===== src/rtl/fetch_sequencer.sv =====
// fetch_sequencer
//   Fetch-stage sequencer for a single-port, combinational-read program memory
//   holding a mix of 32-bit and 16-bit (RVC) instructions at halfword alignment.
//   One memory word is read per cycle. A 16-bit residual buffer holds the upper
//   half of the last word so that a 32-bit instruction straddling two words can
//   be assembled. One aligned instruction is emitted per valid/ready handshake.
//
// Build option:
//   LOADER_EN - adds a program loader port that takes over the memory port
//               (write) while load_valid is high and freezes fetch.
//
// Ports:
//   clk, reset          clock, synchronous active-high reset
//   redirect_valid/pc   PC redirect from branch/jump resolution (bit 0 ignored)
//   mem_byte_address    word-aligned byte address to program memory
//   mem_read_data       combinational read data for mem_byte_address
//   mem_write_enable    program memory write strobe (loader only)
//   mem_write_data      program memory write data (loader only)
//   instr_valid/ready   handshake towards decode
//   instr_data          instruction, 16-bit ones zero-extended
//   instr_pc            PC of instr_data
//   instr_compressed    1 = 16-bit instruction
//   load_valid/addr/data/ready  loader port (LOADER_EN only)

module fetch_sequencer #(
  parameter logic [31:0] RESET_PC  = 32'h0000_0000,
  parameter int          MEM_WORDS = 256
) (
  input  logic        clk,
  input  logic        reset,
  input  logic        redirect_valid,
  input  logic [31:0] redirect_pc,
  output logic [31:0] mem_byte_address,
  input  logic [31:0] mem_read_data,
  output logic        mem_write_enable,
  output logic [31:0] mem_write_data,
`ifdef LOADER_EN
  input  logic        load_valid,
  input  logic [31:0] load_addr,
  input  logic [31:0] load_data,
  output logic        load_ready,
`endif
  output logic        instr_valid,
  input  logic        instr_ready,
  output logic [31:0] instr_data,
  output logic [31:0] instr_pc,
  output logic        instr_compressed
);

  typedef enum logic [0:0] {
    ST_FETCH = 1'b0,
    ST_ALIGN = 1'b1
  } state_t;

  // Fetch addresses wrap at the memory size.
  localparam logic [31:0] ADDR_MASK = 32'(4 * MEM_WORDS) - 32'd1;
  localparam logic [31:0] PC_RESET  = RESET_PC & 32'hFFFF_FFFE;

  state_t      state_q, state_d;
  logic [31:0] pc_q, pc_d;
  logic [15:0] buf_q, buf_d;
  logic        buf_vld_q, buf_vld_d;
  logic        valid_q, valid_d;
  logic [31:0] data_q, data_d;
  logic [31:0] ipc_q, ipc_d;
  logic        comp_q, comp_d;

  logic        adv;
  logic [29:0] fetch_word;

  always_comb begin
    state_d          = state_q;
    pc_d             = pc_q;
    buf_d            = buf_q;
    buf_vld_d        = buf_vld_q;
    valid_d          = valid_q;
    data_d           = data_q;
    ipc_d            = ipc_q;
    comp_d           = comp_q;
    adv              = !valid_q || instr_ready;

    // With a buffered low half, the rest of the instruction lives in the next word.
    fetch_word       = buf_vld_q ? (pc_q[31:2] + 30'd1) : pc_q[31:2];
    mem_byte_address = {fetch_word, 2'b00} & ADDR_MASK;
    mem_write_enable = 1'b0;
    mem_write_data   = 32'h0;

`ifdef LOADER_EN
    load_ready = load_valid;
    if (load_valid) begin
      mem_write_enable = 1'b1;
      mem_byte_address = load_addr & 32'hFFFF_FFFC;
      mem_write_data   = load_data;
    end
`endif

    if (redirect_valid) begin
      pc_d      = redirect_pc & 32'hFFFF_FFFE;
      buf_vld_d = 1'b0;
      valid_d   = 1'b0;
      state_d   = redirect_pc[1] ? ST_ALIGN : ST_FETCH;
    end
`ifdef LOADER_EN
    else if (load_valid) begin
      // The loader may overwrite the word the buffer came from: drop it and
      // refetch, which needs an ALIGN pass when pc sits on an odd halfword.
      buf_vld_d = 1'b0;
      state_d   = pc_q[1] ? ST_ALIGN : ST_FETCH;
    end
`endif
    else if (adv) begin
      case (state_q)
        ST_ALIGN: begin
          buf_d     = mem_read_data[31:16];
          buf_vld_d = 1'b1;
          valid_d   = 1'b0;
          state_d   = ST_FETCH;
        end
        default: begin
          valid_d = 1'b1;
          ipc_d   = pc_q;
          if (!buf_vld_q) begin
            if (mem_read_data[1:0] != 2'b11) begin
              data_d    = {16'h0, mem_read_data[15:0]};
              comp_d    = 1'b1;
              buf_d     = mem_read_data[31:16];
              buf_vld_d = 1'b1;
              pc_d      = pc_q + 32'd2;
            end else begin
              data_d    = mem_read_data;
              comp_d    = 1'b0;
              pc_d      = pc_q + 32'd4;
            end
          end else if (buf_q[1:0] != 2'b11) begin
            // Buffered compressed instruction: memory data not consumed.
            data_d    = {16'h0, buf_q};
            comp_d    = 1'b1;
            buf_vld_d = 1'b0;
            pc_d      = pc_q + 32'd2;
          end else begin
            data_d    = {mem_read_data[15:0], buf_q};
            comp_d    = 1'b0;
            buf_d     = mem_read_data[31:16];
            buf_vld_d = 1'b1;
            pc_d      = pc_q + 32'd4;
          end
        end
      endcase
    end
  end

  always_ff @(posedge clk) begin
    if (reset) begin
      state_q   <= PC_RESET[1] ? ST_ALIGN : ST_FETCH;
      pc_q      <= PC_RESET;
      buf_q     <= 16'h0;
      buf_vld_q <= 1'b0;
      valid_q   <= 1'b0;
      data_q    <= 32'h0;
      ipc_q     <= 32'h0;
      comp_q    <= 1'b0;
    end else begin
      state_q   <= state_d;
      pc_q      <= pc_d;
      buf_q     <= buf_d;
      buf_vld_q <= buf_vld_d;
      valid_q   <= valid_d;
      data_q    <= data_d;
      ipc_q     <= ipc_d;
      comp_q    <= comp_d;
    end
  end

  assign instr_valid      = valid_q;
  assign instr_data       = data_q;
  assign instr_pc         = ipc_q;
  assign instr_compressed = comp_q;

endmodule

===== config.mk =====
export PLATFORM = sky130hd
export DESIGN_NAME = fetch_sequencer
export DESIGN_NICKNAME = d
export VERILOG_FILES = /design/src/rtl/fetch_sequencer.sv
export SDC_FILE = /design/constraint.sdc
export NUM_CORES = 1
export LEC_CHECK = 0
export CAP_MARGIN = 20
export CORE_MARGIN = 2
export CORE_UTILIZATION = 40
export DETAILED_ROUTE_END_ITERATION = 10
export PLACE_DENSITY = 0.75
export SLEW_MARGIN = 20
export SYNTH_ARGS = -nofsm -noshare
export SYNTH_HDL_FRONTEND = slang
export SYNTH_SLANG_ARGS = --single-unit

===== constraint.sdc =====
create_clock -name clk -period 3.5 [get_ports clk]
set_input_delay 1.05 -clock clk [delete_from_list [all_inputs] [get_ports clk]]
set_output_delay 1.05 -clock clk [all_outputs]
set_load 0.03 [all_outputs]

-- Yosys cells after proc, flatten, opt, wreduce, memory -nomap -nowiden
Cells that the tools add are included.
- flip-flop bits (word level): 116
- bits in latches: 0
- bits in writable memories: 0
- bits in read-only memories: 0
- output and inout port bits: 131
- memories: 0
- add/subtract/negate cells: 3
- multiply operators: 0
- div/mod/pow operators: 0
- order comparisons: 0
- equal/unequal tests: 4
- shift-type cells: 0
- mux-type cells: 24
- bitwise gates (word level): 2
- reduce and logical (&&, ||, !) cells: 9
- operators with widths (cell ; count):
    $mux 32 ; 9
    $mux 16 ; 4
    $add 32x2->32 const B ; 1
    $add 32x3->32 const B ; 1
    $mux 1 ; 10
    $add 8x1->8 const B ; 1
    $mux 8 ; 1
    $ne 2x2->1 const B ; 3
    $reduce_and 2->1 ; 2
    $reduce_and 4->1 ; 1
    $ne 3x3->1 const B ; 1
    $reduce_and 3->1 ; 1
    $reduce_bool 3->1 ; 1
    $not 1->1 ; 2
    $reduce_bool 2->1 ; 1
    $reduce_or 2->1 ; 1
    $logic_not 1->1 ; 1
    $logic_or 1x1->1 ; 1

-- Logic depth before layout (Yosys ltp)
- word-level depth: 6
- depth in mapped cells: 8
- mapped depth without buffers: 6

-- Least setup slack after synthesis
Ideal clock, no wire load.
- path type: input port to flip-flop
- from: input instr_ready
- to: register pc_q[20]
- library setup time: 91 ps
- arrival: 2641 ps
- slack: 768 ps
- cell stages on the path: 7
- path through: nand2b_1 > buf_2 > o311ai_1 > or4_1 > buf_2 > or3_1 > a311oi_1
- longest elaborated chain between the ends: 3
- ends and longest elaborated chain (item ; RTL line ; RTL):
    from (decl) ; 44 ; input logic instr_ready,
    $logic_or 1x1->1 ; 80 ; adv = !valid_q || instr_ready;
    $reduce_bool 2->1 (no source line) ; - ;
    $reduce_and 2->1 (no source line) ; - ;
    to (signal assigned) ; 164 ; pc_q <= pc_d;
    to (decl) ; 60 ; logic [31:0] pc_q, pc_d;
No other way between the ends.
A chain may end at the register's enable or synchronous reset.

-- Worst setup path after layout
- from: register pc_q[2]
- to: output mem_byte_address[3]
- longest elaborated chain between the ends: 2
- ends and longest elaborated chain (item ; RTL line ; RTL):
    $add 8x1->8 ; 83 ; fetch_word = buf_vld_q ? (pc_q[31:2] + 30'd1) : pc_q[31:2];
    $mux 8 ; 83 ;
    to (decl) ; 33 ; output logic [31:0] mem_byte_address,
No other way between the ends.

==> out/results.txt <==
RSZ-0062 raised after global routing -> no
r2r startpoint -> pc_q[2]
end of the worst register-to-register path -> pc_q[24]
DRT Pass-1 Iters -> 5
Starting DRT DRC Count -> 235
vias per cell -> 5.14
max incr delay on CP -> 610 ps
worst slew pin tran -> 914 ps
die extent in y -> 123 um
Final #Nets -> 868
first-pass GRT wire length -> 24,100 um
Clock Sinks -> 114
H-tree depth -> 4
Storage cell area -> 2280 um^2
clk slew on worst S/H paths -> 50 ps
Port Buffers -> 139
Synth cell types -> 57
Tmin final -> 3200 ps
Critical Path, Cell by Cell -> ha_1 > mux2_2 > clkdlybuf4s50_1
multi-input combinational cell area -> 2910 um^2
initial core utilization -> 0.408
register area share after synthesis -> 0.404
setup violators final -> 0
Final ANT Viol Nets -> 0
Setup crit end kind -> output port
Hold Path Class -> reg2reg
total gr overflow -> 0
largest net degree at the start of global routing -> 85
yosys warns -> 0
Bufs on Longest Clock Path -> 2
Startpoint Class -> flip-flop
# IOs -> 199
max_slew headroom -> 0.391
Worst R2R Path Depth -> 6
DRC -> 0
Peak supply drop -> 365 uV
crit path max fanout -> 10
PwrDens -> 527 nW/um^2
Die Span X -> 123 um
status -> completed
Post-synth top flop -> dfxtp_1
Critical Path AT -> 2150 ps
Critical Path Start -> pc_q[2]
Routed WL per cell -> 15.3 um
Post-CTS Hold Buffers -> 0
TritonCTS clock tree -> built
MaxCap Viol Count -> 0
final WL -> 15,200 um
fin. max-slew vios -> 0
Syn Area/Cell -> 8.42 um^2
HPWL after DPL -> 10,600 um
Period Utilization, post-route -> 0.914
Synth async-reset ratio -> 0
GPL Wtd Cong -> 0.840
Site Rows -> 43
Crit path required time -> 2450 ps
vias in the first global route -> 4,838
Syn-to-layout area delta -> 36.1%
synthesized area -> 5650 um^2
Syn Inst Count -> 671
Root Driver -> clkbuf_16
post-CTS setup buffers -> 0
total number of vias -> 5,091
skew final -> 8.46 ps
Worst path slowest cell -> clkdlybuf4s50_1
fillcell total -> 1,261
Pwr Total -> 4.05 mW
number of gates resized after cts -> 0
core box area -> 13,800 um^2
cts bufs inserted -> 17
fmax -> 313 MHz
Fin. Hold Viols -> 0
share of cells above drive strength 1 -> 0.0912
Worst-Skew Late Latency -> 420 ps
R2R Setup Slk -> 770 ps
Die ar. -> 15,100 um^2
gr usage total -> 0.207
leakage -> 2.90 nW
antenna cells -> 0
antenna violations before repair -> 0
end point of the critical path -> mem_byte_address[3]
EDFF count, synth -> 0
critical path class -> reg2out
setup_tns -> 0 ps
Yosys reg bits -> 114
metal layers:
layer  wire, um  global-route usage  vias to the layer above
li1           -                   -                     2511
met1       6390               0.247                     2343
met2       7000               0.324                      205
met3       1400              0.0767                       32
met4        405               0.108                        0
met5          0                   0                        -
kinds of logic after synthesis:
logic type,synth area share
multiplexers,0.0587
adder cells (fa/ha/maj),0.00443
XOR/XNOR,0.0434
AO/OA/AOI/OAI,0.172
AND/OR/NAND/NOR,0.196
buffers and inverters,0.121
other,0.000664
flip-flops,0.404
sequential cells by signal (all words and copies together) (netlist names):
| register | flops |
|---|---|
| instr_compressed | 1 |
| pc_q | 31 |
| state_q | 1 |
| instr_data | 32 |
| instr_valid | 1 |
| buf_q | 16 |
| buf_vld_q | 1 |
| instr_pc | 31 |
through the flow:
stage / instances / util / instance area (um^2) / worst slack (ps) / hold slack, ps
finish: 991 / 0.556 / 7680 / 302 / 451
global route: 991 / 0.556 / 7680 / 219 / 475
CTS: 991 / 0.556 / 7680 / 291 / 454
detailed placement: 959 / 0.509 / 7040 / 126 / 447
global placement: 959 / 0.509 / 7040 / 198 / 443
floorplan: 728 / - / 5860 / 768 / 444
layout make-up:
type	count	share of cell area
inverter	6	0.00293
clock inverter	8	0.0192
tap	180	0.0293
multi-input combinational	497	0.379
clock buffer	24	0.0653
sequential	114	0.297
timing repair buffer	162	0.208
critical path: cells and delay by family, from the launching register on:
kind,cells,cell delay [ps]
flip-flops,1,540
buffers and inverters,1,610
multiplexers,1,270
adder cells (fa/ha/maj),1,320
Yosys cell counts (11+ instances only):
cell type,count,area share
dfxtp_1,114,0.40
nor2_1,85,0.056
nand2_1,80,0.053
buf_4,59,0.078
a21oi_1,39,0.035
a211oi_1,37,0.049
clkbuf_1,36,0.024
mux2i_1,32,0.057
nor3_1,18,0.016
xnor2_1,18,0.028
a221oi_1,15,0.023
nand3_1,15,0.013
buf_2,11,0.0097
nand4_1,11,0.012
placed cells by master, fill, tap and decap left out, types with 6 or more instances in the layout:
| cell type | n |
|---|---|
| nand3_1 | 14 |
| nand2_1 | 80 |
| a2111oi_2 | 6 |
| and3_1 | 6 |
| xnor2_1 | 18 |
| nor2_1 | 84 |
| nor3_1 | 18 |
| a21oi_1 | 39 |
| mux2i_1 | 32 |
| a221oi_1 | 15 |
| xor2_1 | 10 |
| dfxtp_1 | 114 |
| conb_1 | 58 |
| buf_4 | 26 |
| clkdlybuf4s50_1 | 132 |
| o21ai_0 | 8 |
| clkbuf_16 | 17 |
| nand4_1 | 11 |
| a211oi_1 | 37 |
worst min-delay path by stage:
stage,startpoint,depth (start not counted),to,slack (ps)
2_1_floorplan,pc_q[31],2,instr_pc[31],440
3_3_place_gp,instr_pc[14],2,instr_pc[14],440
3_5_place_dp,instr_pc[8],2,instr_pc[8],450
4_1_cts,instr_pc[8],2,instr_pc[8],450
5_1_grt,instr_pc[9],2,instr_pc[9],470
6_report,instr_pc[6],2,instr_pc[6],450
power by group:
group          switching [mW]  internal, mW  leakage (nW)
clock network           0.603          1.28         0.320
logic                   0.419         0.284          1.64
registers              0.0767          1.39         0.939
total                    1.10          2.95          2.90
Note: power is estimated with default switching activity, not from simulation.
